===== src/rtl/cordic_rotator.sv =====
// Iterative rotation-mode CORDIC: one micro-rotation per clock, valid/ready on both sides.
// Define CORDIC_GAIN_COMP_EN to add a SCALE state that removes the CORDIC gain (x/y * K).
//
// state    | meaning
// ---------+-----------------------------------------------------------
// S_IDLE   | ready for a new vector; captures x/y/z on accept
// S_ROTATE | one micro-rotation per cycle, shift amount = i
// S_SCALE  | gain compensation multiply (CORDIC_GAIN_COMP_EN only)
// S_DONE   | result presented on x_o/y_o/z_o until ready_i

module cordic_rotator #(
   parameter int WIDTH      = 16,
   parameter int ITERATIONS = 8
) (
   input  logic             clk_i,
   input  logic             rst_ni,
   input  logic             valid_i,
   output logic             ready_o,
   input  logic [WIDTH-1:0] x_i,
   input  logic [WIDTH-1:0] y_i,
   input  logic [WIDTH-1:0] z_i,
   output logic             valid_o,
   input  logic             ready_i,
   output logic [WIDTH-1:0] x_o,
   output logic [WIDTH-1:0] y_o,
   output logic [WIDTH-1:0] z_o
);

`ifdef CORDIC_GAIN_COMP_EN
   typedef enum logic [1:0] {
      S_IDLE   = 2'd0,
      S_ROTATE = 2'd1,
      S_SCALE  = 2'd2,
      S_DONE   = 2'd3
   } state_e;
`else
   typedef enum logic [1:0] {
      S_IDLE   = 2'd0,
      S_ROTATE = 2'd1,
      S_DONE   = 2'd3
   } state_e;
`endif

   localparam logic [3:0] LAST_ITER = 4'(ITERATIONS - 1);

`ifdef CORDIC_GAIN_COMP_EN
   localparam longint GAIN_K_L =
      (longint'(607253) * (longint'(1) << (WIDTH - 2)) + longint'(500000)) / longint'(1000000);
   localparam logic [2*WIDTH-1:0] GAIN_K = (2*WIDTH)'(GAIN_K_L);

   // Sign-extended 2*WIDTH product; the logical shift only discards bits we never keep,
   // so the retained slice equals an arithmetic shift (truncation toward -inf).
   function automatic logic [WIDTH-1:0] gain_scale(input logic [WIDTH-1:0] v);
      logic [2*WIDTH-1:0] p;
      p = {{WIDTH{v[WIDTH-1]}}, v} * GAIN_K;
      return WIDTH'(p >> (WIDTH - 2));
   endfunction
`endif

   // atan(2^-i) held in Q2.30, narrowed to the Q3.(WIDTH-3) angle scale with round-half-up.
   function automatic logic [WIDTH-1:0] atan_rom(input logic [3:0] idx);
      logic [31:0] q30;
      case (idx)
         4'd0:    q30 = 32'd843314857;
         4'd1:    q30 = 32'd497837829;
         4'd2:    q30 = 32'd263043836;
         4'd3:    q30 = 32'd133525158;
         4'd4:    q30 = 32'd67021686;
         4'd5:    q30 = 32'd33543515;
         4'd6:    q30 = 32'd16775850;
         4'd7:    q30 = 32'd8388437;
         4'd8:    q30 = 32'd4194283;
         4'd9:    q30 = 32'd2097149;
         4'd10:   q30 = 32'd1048576;
         4'd11:   q30 = 32'd524288;
         4'd12:   q30 = 32'd262144;
         4'd13:   q30 = 32'd131072;
         4'd14:   q30 = 32'd65536;
         default: q30 = 32'd32768;
      endcase
      return WIDTH'(({1'b0, q30} + (33'd1 << (32 - WIDTH))) >> (33 - WIDTH));
   endfunction

   state_e                   state_q, state_d;
   logic        [3:0]        i_q, i_d;
   logic signed [WIDTH-1:0]  x_q, x_d;
   logic signed [WIDTH-1:0]  y_q, y_d;
   logic signed [WIDTH-1:0]  z_q, z_d;

   logic signed [WIDTH-1:0]  x_sh, y_sh;
   logic signed [WIDTH-1:0]  atan_cur;

   always_ff @(posedge clk_i or negedge rst_ni) begin
      if (!rst_ni) begin
         state_q <= S_IDLE;
         i_q     <= '0;
         x_q     <= '0;
         y_q     <= '0;
         z_q     <= '0;
      end else begin
         state_q <= state_d;
         i_q     <= i_d;
         x_q     <= x_d;
         y_q     <= y_d;
         z_q     <= z_d;
      end
   end

   always_comb begin
      x_sh     = x_q >>> i_q;
      y_sh     = y_q >>> i_q;
      atan_cur = $signed(atan_rom(i_q));

      state_d = state_q;
      i_d     = i_q;
      x_d     = x_q;
      y_d     = y_q;
      z_d     = z_q;

      case (state_q)
         S_IDLE: begin
            if (valid_i) begin
               x_d     = $signed(x_i);
               y_d     = $signed(y_i);
               z_d     = $signed(z_i);
               i_d     = '0;
               state_d = S_ROTATE;
            end
         end
         S_ROTATE: begin
            if (!z_q[WIDTH-1]) begin
               x_d = x_q - y_sh;
               y_d = y_q + x_sh;
               z_d = z_q - atan_cur;
            end else begin
               x_d = x_q + y_sh;
               y_d = y_q - x_sh;
               z_d = z_q + atan_cur;
            end
            i_d = i_q + 4'd1;
            if (i_q == LAST_ITER) begin
`ifdef CORDIC_GAIN_COMP_EN
               state_d = S_SCALE;
`else
               state_d = S_DONE;
`endif
            end
         end
`ifdef CORDIC_GAIN_COMP_EN
         S_SCALE: begin
            x_d     = $signed(gain_scale(x_q));
            y_d     = $signed(gain_scale(y_q));
            state_d = S_DONE;
         end
`endif
         S_DONE: begin
            if (ready_i) begin
               state_d = S_IDLE;
            end
         end
         default: state_d = S_IDLE;
      endcase
   end

   assign ready_o = (state_q == S_IDLE);
   assign valid_o = (state_q == S_DONE);
   assign x_o     = x_q;
   assign y_o     = y_q;
   assign z_o     = z_q;

endmodule


===== config.mk =====
export PLATFORM = sky130hd
export DESIGN_NAME = cordic_rotator
export DESIGN_NICKNAME = d
export VERILOG_FILES = /design/src/rtl/cordic_rotator.sv
export SDC_FILE = /design/constraint.sdc
export NUM_CORES = 1
export LEC_CHECK = 0
export CAP_MARGIN = 30
export CORE_UTILIZATION = 52
export DETAILED_ROUTE_END_ITERATION = 7
export PLACE_DENSITY = 0.8
export SLEW_MARGIN = 20
export SYNTH_ARGS = -nofsm -noshare
export SYNTH_HDL_FRONTEND = slang
export SYNTH_SLANG_ARGS = --single-unit

===== constraint.sdc =====
create_clock -name clk_i -period 5 [get_ports clk_i]
set_clock_uncertainty 0.2 [all_clocks]
set_input_delay 0.5 -clock clk_i [delete_from_list [all_inputs] [get_ports clk_i]]
set_output_delay 0.5 -clock clk_i [all_outputs]
set_load 0.02 [all_outputs]

After elaboration in Yosys (flattened, before gate mapping) --
Memories as Yosys holds them, arrays and structs flattened. Index checks and enable logic that the tools add are counted.
Cells by class: reduce and logical (&&, ||, !) cells 4, mux-type cells 15, bitwise gates (word level) 0, add/subtract/negate cells 8, shifts and indexed selects 2, multiply operators 0, div/mod/pow operators 0, equality and inequality tests 6, magnitude comparators 0
Operators by type and width (number):
- $mux W16 | 6
- $pmux W16 S2 | 3
- $add A16 B16 Y16 | 3
- $sub A16 B16 Y16 | 3
- $add A32 B17 Y33 const B | 1
- $sshr A16 B4 Y16 | 2
- $pmux W4 S2 | 1
- $mux W2 | 3
- $pmux W2 S3 | 1
- $add A4 B1 Y4 const B | 1
- $eq A4 B3 Y1 const B | 1
- $mux W4 | 1
- $ne A2 B2 Y1 const B | 2
- $reduce_and A3 Y1 | 1
- $eq A2 B1 Y1 const B | 1
- $eq A2 B2 Y1 const B | 1
- $logic_not A2 Y1 | 1
- $ne A2 B1 Y1 const B | 1
- $reduce_and A2 Y1 | 1
- $reduce_bool A2 Y1 | 1
Word-level totals: latch bits 0, bits of input ports 52, logic and storage cells 41, memory bits (writable) 0, memories 1, flip-flop bits (word level) 54, bits in read-only memories 480
Memory list:
- (name not given) | words 16, width 30, rd ports 1, clocked after memory_dff 0, write ports 0, RTL line 63 | case (idx)

Depth between registers and ports, before layout --
Gate-level depths: netlist of the first run. An unclocked memory read counts as a cell.
word-level depth 5, gate-level depth with buffers 24, mapped depth without buffers 22

Least setup slack after synthesis of the first run --
OpenSTA, ideal clock, no wires.
path kind register to register, start point register i_q[0], end point register z_q[15], in the netlist z_o[15], slack -215 ps, clock period less this slack 5215 ps, stages on the path, launching flop included 22, data arrival time 4921 ps, path through dfrtp_1 buf_6 buf_2 inv_1 ha_1 mux4_2 inv_1 ha_1 nand3_1 nor4_1 xnor2_1 nand3_1 a21oi_1 o21a_1 xor2_1 ha_1 nand3_1 o311ai_0 a211oi_1 o21ai_0 o31ai_1 a211oi_1
On the way: word-level cells in the longest chain between the ends 5, elaborated cells between the ends (all ways) 6, classes of those cells add/sub (3); mux (2); memory (1)
RTL lines:
- start: declaration | RTL line 85 | logic [3:0] i_q, i_d;
- start signal: assignment | RTL line 102 | i_q <= i_d;
- $mem_v2 Z16 W30 (*)
- $add A32 B17 Y33 (*) | RTL line 81 | return WIDTH'(({1'b0, q30} + (33'd1 << (32 - WIDTH))) >> (33 - WIDTH));
- $sub A16 B16 Y16 / $add A16 B16 Y16 (equally long branches) | RTL line 134, 138
- $mux W16 (*) | RTL line 131 | if (!z_q[WIDTH-1]) begin
- $pmux W16 S2 (*) | RTL line 120 | case (state_q)
- end signal: assignment | RTL line 105 | z_q <= z_d;
- end: declaration | RTL line 88 | logic signed [WIDTH-1:0] z_q, z_d;
Mark *: on every way between the ends. The rest lies on a longest branch, timed or not. A chain may end at the register's enable or synchronous reset.

Worst setup path after layout of the first run --
start point register i_q[1], end point register x_q[15], in the netlist x_o[15]
On the way: word-level cells in the longest chain between the ends 4, elaborated cells between the ends (all ways) 5, classes of those cells add/sub (2); shift (1); mux (2)
RTL lines:
- $sshr A16 B4 Y16 (*) | RTL line 111 | y_sh = y_q >>> i_q;
- $sub A16 B16 Y16 / $add A16 B16 Y16 (equally long branches) | RTL line 132, 136
- $mux W16 (*) | RTL line 131
- $pmux W16 S2 (*) | RTL line 120
- end signal: assignment | RTL line 97 | x_q <= '0;
- end signal: assignment | RTL line 103 | x_q <= x_d;
- end: declaration | RTL line 86 | logic signed [WIDTH-1:0] x_q, x_d;
Marks and branches as above.

==> summary.txt, run 1 <==
drt pass-1 iters -> 5
fmax -> 206 MHz
Yosys cell types -> 74
layout overhead on the synthesized area -> 28.3%
Syn. warnings -> 0
Worst-Skew Late Latency -> 0.32 ns
post-layout minimum cycle time -> 4.85 ns
Remaining Overflow, GRT -> 0
CTS Sinks -> 54
Mean Syn Cell Area -> 8.37 µm²
cts bufs inserted -> 5
CTS tree -> built
met3 Usage GRT -> 0.0475
initial drt markers -> 714
Tcrit/Tclk final -> 0.971
critical path's largest stage delay -> 0.53 ns
first-pass GRT wire length -> 35,100 µm
initial antenna violation count -> 0
GR peak layer -> met2
CP required -> 5.03 ns
most common cell after layout, fill and taps aside -> clkdlybuf4s50_1
crit end category -> flop
Yosys reg bits -> 54
Rows -> 42
crit path kind -> reg -> reg
clk root buf -> clkbuf_16
vias in the first global route -> 6,793
Antenna diodes -> 0
DIE AREA -> 14,400 µm²
worst path bufs/invs -> 2
Pins Over Slew Limit -> 0
leading cell types in the layout, fill and taps excluded -> clkdlybuf4s50_1 (100), a21oi_1 (72), nand2_1 (70)
Seq/Total Area, Yosys -> 0.187
io pins -> 102
endpoints failing hold -> 0
Setup violations, final -> 0
residual DRC count -> 0
Min-Delay Path Class -> in -> async
gpl congestion -> 0.931
MaxCap Viol Count -> 0
via count -> 7,291
largest net degree at the start of global routing -> 55
utilization after layout -> 0.692
final WL -> 22,400 µm
detailed-placement wirelength estimate -> 15,800 µm
Crit-path slowest cell -> mux4_2
Critical Path AT -> 4.88 ns
drt wl/cell -> 19.2 µm
Nets -> 1,106
grt met1 use -> 0.430
Levels on crit path -> 20
cell area after synthesis -> 7230 µm²
Reg clk slew, reported paths -> 0.08 ns
status -> finished clean
crit-path leading delay family -> compound AO/OA/AOI/OAI gates
EDFF count, synth -> 0
met2 Use GR -> 0.480
Synth Flop Type -> dfrtp_1
Die H -> 120 µm
I/O Buffers -> 101
CP Cell Sequence -> buf_4 -> buf_12 -> mux4_2 -> mux2_2 -> or2_2 -> nand2_1 -> ha_1 -> and2_1 -> a31oi_1 -> xnor2_1 -> ha_1 -> a21o_1 -> a21oi_2 -> nor2b_1 -> a31oi_2 -> a31oi_1 -> a21o_1 -> a21oi_1 -> xnor2_1 -> a221oi_2
crit-path max FO -> 20
GRT Util Overall -> 0.307
Die X -> 120 µm
CP startpoint kind -> flop
Worst-Margin Slew -> 1.00 ns
Register-to-Register Path Depth -> 20
asr flop ratio synth -> 1.00
Core Region -> 13,400 µm²
vias per inst -> 6.25
CTS H-tree depth -> 2
Slew headroom -> 0.329
share of cells above drive strength 1 -> 0.194
Syn Inst Count -> 864
Starting Density -> 0.540
post-route ant nets -> 0
Syn Nets -> 980
Clock Path Buffers -> 2
==> final cells by class <==
| class | count | area (µm²) |
|---|---|---|
| tap | 176 | 220 |
| sequential | 54 | 1360 |
| clock buffer | 6 | 139 |
| inverter | 38 | 145 |
| timing repair buffer | 169 | 1610 |
| fill | 1067 | 4120 |
| clock inverter | 2 | 60.1 |
| multi-input combinational | 722 | 5740 |
==> state kept, by name (all words and copies together), names as in the netlist <==
register,cells
y_o,16
x_o,16
i_q,4
z_o,16
state_q,2
==> cells by family (layout without fill, tap and decap cells) <==
kind of cell    count (synthesis)  in the layout  share of synthesized area
mux                            67             67                      0.144
simple gates                  229            229                      0.150
flops                          54             54                      0.187
compound gates                278            278                      0.251
fa+ha+maj                      64             64                      0.114
xor+xnor                       84             84                      0.102
buf+inv                        88            215                     0.0528
==> synth_stat cells, types with 8 or more instances <==
library cell  count  area (µm²)
nor2_1           71         267
a31oi_1          26         163
mux2i_1          17         170
nand3_1          10        50.1
a21oi_1          80         400
inv_1            35         131
mux2_2           20         225
nand2_1          70         263
o21bai_1          8        60.1
a211oi_1          8        60.1
ha_1             61         763
o21ai_0          48         240
nor2b_1          11        68.8
xnor2_1          48         420
o22ai_1          27         169
a21o_1           12        90.1
xor2_1           36         315
dfrtp_1          54        1350
nor3_1           21         105
buf_1             9        33.8
or3_1            11        68.8
o22a_1           13         114
clkbuf_1         29         109
mux4_2           27         608
==> per-layer routing <==
metal / part of all wire / up-vias
li1: - / 3448
met1: 0.43 / 3445
met2: 0.46 / 347
met3: 0.082 / 51
met4: 0.026 / 0
met5: 0 / -
==> worst reg2reg max path, delay by kind of cell, from the launching register on <==
| kind | cells | cell delay, ns |
|---|---|---|
| multiplexers | 2 | 0.83 |
| AND/OR/NAND/NOR | 4 | 0.70 |
| adder cells (fa/ha/maj) | 2 | 0.52 |
| XOR/XNOR | 2 | 0.27 |
| buffers and inverters | 2 | 0.35 |
| flip-flops | 1 | 0.41 |
| AO/OA/AOI/OAI | 8 | 1.49 |
==> worst paths after layout <==
path | slack, ns | start | to
min reg2reg | 0.33 | z_o[4] | z_o[4]
min | 0.13 | rst_ni | x_o[1]
min in group clk_i | 0.33 | z_o[4] | z_o[4]
max reg2reg | 0.15 | i_q[1] | x_o[15]
max | 0.15 | i_q[1] | x_o[15]
max in group asynchronous | 3.94 | rst_ni | i_q[1]
==> through the flow <==
step / worst slack [ns] / area (µm²) / hold slack (ns) / instances / setup TNS (ns)
after CTS: 0.0343 / 8900 / 0.166 / 1152 / 0
after global routing: -0.0342 / 9280 / 0.211 / 1167 / -0.0369
after floorplan: 0.000294 / 7250 / 0.00441 / 864 / 0
after global placement: 0.166 / 8670 / 0.302 / 1143 / 0
final: 0.146 / 9280 / 0.126 / 1167 / 0
after detailed placement: -0.0225 / 8690 / 0.318 / 1144 / -0.0241
==> repair_timing <==
item                                    CTS  global route
setup buffers                             0            11
pin swaps                                 0            11
hold buffers                              0             0
cloned                                    0             2
endpoints found under the setup margin    2             8
gates resized for setup                   3            43
Power of run 1 is left out: the tool's default activity adds up to more than one toggle a clock period on the data nets, which glitch-free logic cannot reach.
==> run 2, diff against run 1 <==
--- a/config.mk
+++ b/config.mk
@@ -8,7 +8,7 @@
 export CAP_MARGIN = 30
 export CORE_UTILIZATION = 52
 export DETAILED_ROUTE_END_ITERATION = 7
-export PLACE_DENSITY = 0.8
+export PLACE_DENSITY = 0.89
 export SLEW_MARGIN = 20
 export SYNTH_ARGS = -nofsm -noshare
 export SYNTH_HDL_FRONTEND = slang
==> run 2 against run 1 <==
  * First-iteration DRC count is 2.7% higher
  * Critical path type unchanged
  * The flow now finishes with violations (hold timing, setup timing)
  * Clock-buffer cell count did not move
  * Global-route usage decreased by 0.27 points
  * Highest routed layer unchanged
  * Non-clock buffer count is 8 lower
  * Sequential share of layout area up 0.21 points
  * Utilization shrank 0.97 points
==> summary.txt, run 2 (same netlist as run 1, synthesis figures left out) <==
Critical Path AT -> 5.04 ns
Worst-Margin Slew -> 0.961 ns
crit-path max FO -> 6
crit end category -> flop
endpoints failing hold -> 9
final WL -> 22,600 µm
Starting Density -> 0.540
fmax -> 199 MHz
most common cell after layout, fill and taps aside -> clkdlybuf4s50_1
CTS tree -> built
leading cell types in the layout, fill and taps excluded -> clkdlybuf4s50_1 (100), a21oi_1 (76), nand2_1 (70)
Rows -> 42
residual DRC count -> 0
Multi-input gate area -> 5730 µm²
clk root buf -> clkbuf_16
RR Endpoint -> z_o[13]
initial antenna violation count -> 0
detailed-placement wirelength estimate -> 16,000 µm
Clock Path Buffers -> 2
register area -> 1360 µm²
share of cells above drive strength 1 -> 0.181
cts bufs inserted -> 5
worst reg2reg startpoint -> i_q[1]
CP Cell Sequence -> inv_1 -> ha_2 -> mux4_2 -> inv_4 -> ha_4 -> inv_1 -> xnor2_2 -> ha_1 -> and3_1 -> nor2_1 -> xnor2_1 -> ha_1 -> o21ai_0 -> nand2b_1 -> a31oi_2 -> nor3_1 -> o311ai_1 -> nand2_1 -> and3_1 -> o41ai_1
failing checks -> hold timing, setup timing
CP startpoint -> i_q[1]
GRT Util Overall -> 0.304
Setup violations, final -> 2
gpl congestion -> 0.988
crit path kind -> reg -> reg
Remaining Overflow, GRT -> 0
CTS H-tree depth -> 2
initial drt markers -> 733
Die X -> 120 µm
critical path's largest stage delay -> 0.55 ns
I/O Buffers -> 101
first-pass GRT wire length -> 34,800 µm
Core Region -> 13,400 µm²
Die H -> 120 µm
post-route setup slack -> -0.0311 ns
CP startpoint kind -> flop
worst path bufs/invs -> 3
vias per inst -> 6.37
Pins Over Slew Limit -> 0
unrepaired setup endpoints after global routing -> true
Reg clk slew, reported paths -> 0.08 ns
placed cell areas -> 8610 µm²
utilization after layout -> 0.683
Worst-Skew Late Latency -> 0.32 ns
CTS Sinks -> 54
post-route ant nets -> 0
Nets -> 1,098
Antenna diodes -> 0
MaxCap Viol Count -> 0
crit-path leading delay family -> compound AO/OA/AOI/OAI gates
Tcrit/Tclk final -> 1.01
final cell count without fillers -> 1,159
status -> complete, but fails checks
vias in the first global route -> 6,908
final instance area -> 9150 µm²
Placed Cells -> 1,136
largest net degree at the start of global routing -> 54
worst reg-to-reg setup slack -> -0.03 ns
Slew headroom -> 0.357
Min-Delay Path Class -> in -> async
hold-fix buffers at CTS -> 0
via count -> 7,382
post-layout minimum cycle time -> 5.03 ns
CP required -> 5.01 ns
Crit-path slowest cell -> mux4_2
DIE AREA -> 14,400 µm²
drt wl/cell -> 19.5 µm
hold_ws -> -0.00935 ns
Filler cells -> 1,036
io pins -> 102
layout overhead on the synthesized area -> 26.5%
drt pass-1 iters -> 5
Register-to-Register Path Depth -> 20
-- run 2: cell types whose count changed in the layout (fill, tap and decap cells not counted), sizes merged --
cell / change
buf: -7
clkinvlp: +2
bufinv: -1
clkbuf: -1
clkinv: -1
-- run 2: what timing repair did --
action	in CTS	in global routing
setup buffers	0	13
gates resized for setup	8	40
pin swaps	1	13
setup endpoints to repair	4	13
gates cloned	0	1
-- run 2: worst max path at each step --
stage | to | slack, ns | cells after the start
floorplan | z_o[12] | 0.0003 | 22
global placement | z_o[12] | 0.21 | 20
detailed placement | z_o[15] | -0.05 | 20
CTS | z_o[15] | 0.04 | 21
global route | z_o[15] | -0.25 | 21
finish | z_o[13] | -0.03 | 20
-- run 2: layout make-up --
type                       instances  area share
timing repair buffer             161       0.167
multi-input combinational        722       0.627
tap                              176      0.0241
clock inverter                     2     0.00410
inverter                          38      0.0163
sequential                        54       0.148
clock buffer                       6      0.0141
-- run 2: through the flow --
step	setup WS (ns)	setup TNS, ns
after floorplan	0.000294	0
after global placement	0.211	0
after detailed placement	-0.0493	-0.0541
after CTS	0.0402	0
after global routing	-0.246	-0.578
final	-0.0311	-0.0388
-- run 2: worst reg2reg max path, stage by stage, from the launching register on --
cell and delay, ns:
dfrtp_2 0.46, inv_1 0.13, ha_2 0.20, mux4_2 0.55
inv_4 0.12, ha_4 0.15, inv_1 0.11, xnor2_2 0.22
ha_1 0.19, and3_1 0.25, nor2_1 0.11, xnor2_1 0.27
ha_1 0.33, o21ai_0 0.22, nand2b_1 0.12, a31oi_2 0.23
nor3_1 0.08, o311ai_1 0.32, nand2_1 0.13, and3_1 0.20
o41ai_1 0.34
-- run 2: per-layer routing --
layer / wire length [µm] / track usage / vias up
li1: - / - / 3437
met1: 9720 / 0.411 / 3531
met2: 10500 / 0.490 / 365
met3: 1810 / 0.0594 / 49
met4: 518 / 0.0898 / 0
met5: 0 / 0 / -
Power of run 2 is left out for the same reason.
==> RTL edit: new RTL, settings of run 1 <==
`z_q` no longer has a reset.
--- a/src/rtl/cordic_rotator.sv
+++ b/src/rtl/cordic_rotator.sv
@@ -96,14 +96,16 @@
          i_q     <= '0;
          x_q     <= '0;
          y_q     <= '0;
-         z_q     <= '0;
       end else begin
          state_q <= state_d;
          i_q     <= i_d;
          x_q     <= x_d;
          y_q     <= y_d;
-         z_q     <= z_d;
       end
+   end
+
+   always_ff @(posedge clk_i) begin
+      z_q <= z_d;
    end
 
    always_comb begin
Formal check against the unedited RTL: not equivalent (Yosys sat finds a counterexample within 4 cycles, from zero or initial values and one cycle with rst_ni low).
==> RTL edit against run 1 <==
  * Setup slack got worse by 70 ps
  * Area after synthesis rose by 1.9%
  * Routed wire length rose by 11%
  * Largest cell class unchanged
  * Cell area rose by 4.9%
  * Die area rose by 1.9%
  * Sequential cell count did not move
Power is left out: the tool's default activity adds up to more than one toggle a clock period on the data nets, which glitch-free logic cannot reach.
==> RTL edit: results (changes against run 1) <==
Synthesis
  • Ranking of synthesized cells by area: dfrtp_1, ha_1, edfxtp_1, a21oi_1, mux4_2 (was dfrtp_1, ha_1, mux4_2, xnor2_1, a21oi_1)
  • Yosys cell types: 79 (was 74)
  • Fraction of registers with async set/reset: 70.4% (was 100%)
  • Top post-synthesis cells by count: nand2_1, a21oi_1, nor2_1, o21ai_0, ha_1 (was a21oi_1, nor2_1, nand2_1, ha_1, dfrtp_1)
  • Warnings from Yosys: 0 (unchanged)
  • Net count after synthesis: 1,015 (was 980)
  • Sequential-to-total area share from yosys stat: 19.4% (was 18.7%)
  • EDFF count, synth: 16 (was 0)

Finish
  • Fillers: 1,061 (was 1,067)
  • Final net count: 1,181 (was 1,106)
  • Antenna diodes: 0 (unchanged)
  • Share of layout cells above drive strength 1: 21.5% (was 19.4%)

Clock network
  • CTS buffer count: 5 (unchanged)
  • Root Buffer: clkbuf_16 (unchanged)
  • Max clock buf depth: 2 (unchanged)
  • # H-tree levels: 2 (unchanged)

Placement
  • Placer congestion estimate: 1.06 (was 0.931)
  • Setup Slack @ Placement: -127 ps (was -22.5 ps)
  • Post-DP HPWL: 17,800 um (was 15,800 um)

Worst hold path
  • Hold Path Class: in -> async (unchanged)

Timing
  • Slew of the pin with the lowest slew margin: 762 ps (was 1000 ps)
  • Fin crit period: 4920 ps (was 4850 ps)

GRT
  • First-pass GRT wire length: 38,900 um (was 35,100 um)
  • Vias in the first global route: 7,640 (was 6,793)
  • Initial antenna violation count: 1 (was 0)
  • Largest net degree at the start of global routing: 42 (was 55)
  • GRT Total Usage: 33.7% (was 30.7%)
  • Grt ovf: 0 (unchanged)

Setup path
  • Crit path from: i_q[0] (was i_q[1])
  • R2R Path Start: i_q[0] (was i_q[1])
  • Reg-to-reg slack, setup: 80 ps (was 150 ps)
  • Worst reg2reg path depth: 16 (was 20)
  • Crit Path Class: reg -> reg (unchanged)
  • CP arrival: 4910 ps (was 4880 ps)
  • RR Endpoint: x_o[14] (was x_o[15])
  • Crit Path Max Fanout: 8 (was 20)

Drt
  • Vias per cell: 6.41 (was 6.25)
  • DR WL/cell: 20.0 um (was 19.2 um)
  • DR pass1 iterations: 8 (was 5)
  • Iter 0 DRT Violations: 852 (was 714)

Run
  • MaxCap Viol Count: 0 (unchanged)

Run status
  • Status: completed (unchanged)
==> RTL edit: cell types whose count changed after synthesis, sizes merged, moves of 7 or more <==
| cell | before | now |
|---|---|---|
| a21o | 12 | 19 |
| buf | 21 | 9 |
| clkbuf | 29 | 40 |
| dfrtp | 54 | 38 |
| edfxtp | 0 | 16 |
| nand2 | 70 | 93 |
| o21ai | 52 | 74 |
| o22ai | 27 | 16 |
| or2 | 4 | 11 |
==> RTL edit: layer usage <==
layer / track usage (%) / wire length [um]
met4: 14.5 / 936
met2: 55.8 / 11900
met1: 42.7 / 9980
met3: 6.58 / 2190
met5: 0 / 0
==> RTL edit: cells by family after synthesis <==
kind of cell / share of synthesized area, %
simple gates: 17.2
xor+xnor: 9.15
buf+inv: 5.11
mux: 11.5
fa+ha+maj: 11.2
flops: 19.4
compound gates: 26.4
==> RTL edit: cell type report <==
cell class	count	area [um2]	share of cell area, %
clock buffer	6	139	1.43
sequential	54	1430	14.7
clock inverter	2	60.1	0.617
tap	180	225	2.32
timing repair buffer	208	1890	19.4
inverter	33	129	1.32
multi-input combinational	763	5850	60.2
==> RTL edit: worst max-delay path, cell delays in order (launching register included) <==
cell	delay (ps)
dfrtp_2	520
buf_6	140
mux4_2	510
mux4_2	490
a311o_1	380
a211o_1	340
buf_4	160
or2_2	270
nand2_1	80
xor2_1	190
ha_1	300
or2_2	300
a21oi_2	190
o31ai_2	110
o41ai_2	310
xor2_1	190
a21oi_1	80
==> RTL edit: worst min path at each step <==
stage                     depth (start not counted)  endpoint  slack [ps]   start
after floorplan                                   0    i_q[0]           4  rst_ni
after global placement                            2    x_o[2]         400  x_o[2]
after detailed placement                          2    x_o[2]         390  x_o[2]
after CTS                                         1   x_o[13]         160  rst_ni
after global routing                              2   x_o[10]         420  rst_ni
final                                             2   x_o[10]         400  rst_ni
==> RTL edit: stage by stage <==
stage	instance area, um2	std cells
detailed placement	9030	1213
finish	9730	1246
CTS	9280	1225
global route	9730	1246
floorplan	7390	899
global placement	9030	1213
==> RTL edit: timing repair <==
| action | in CTS | in global routing |
|---|---|---|
| pin swaps | 3 | 48 |
| hold buffers | 0 | 1 |
| resized for setup | 8 | 66 |
| setup endpoints to repair | 6 | 21 |
| endpoints found under the hold margin | 0 | 10 |
| buffers inserted | 4 | 19 |
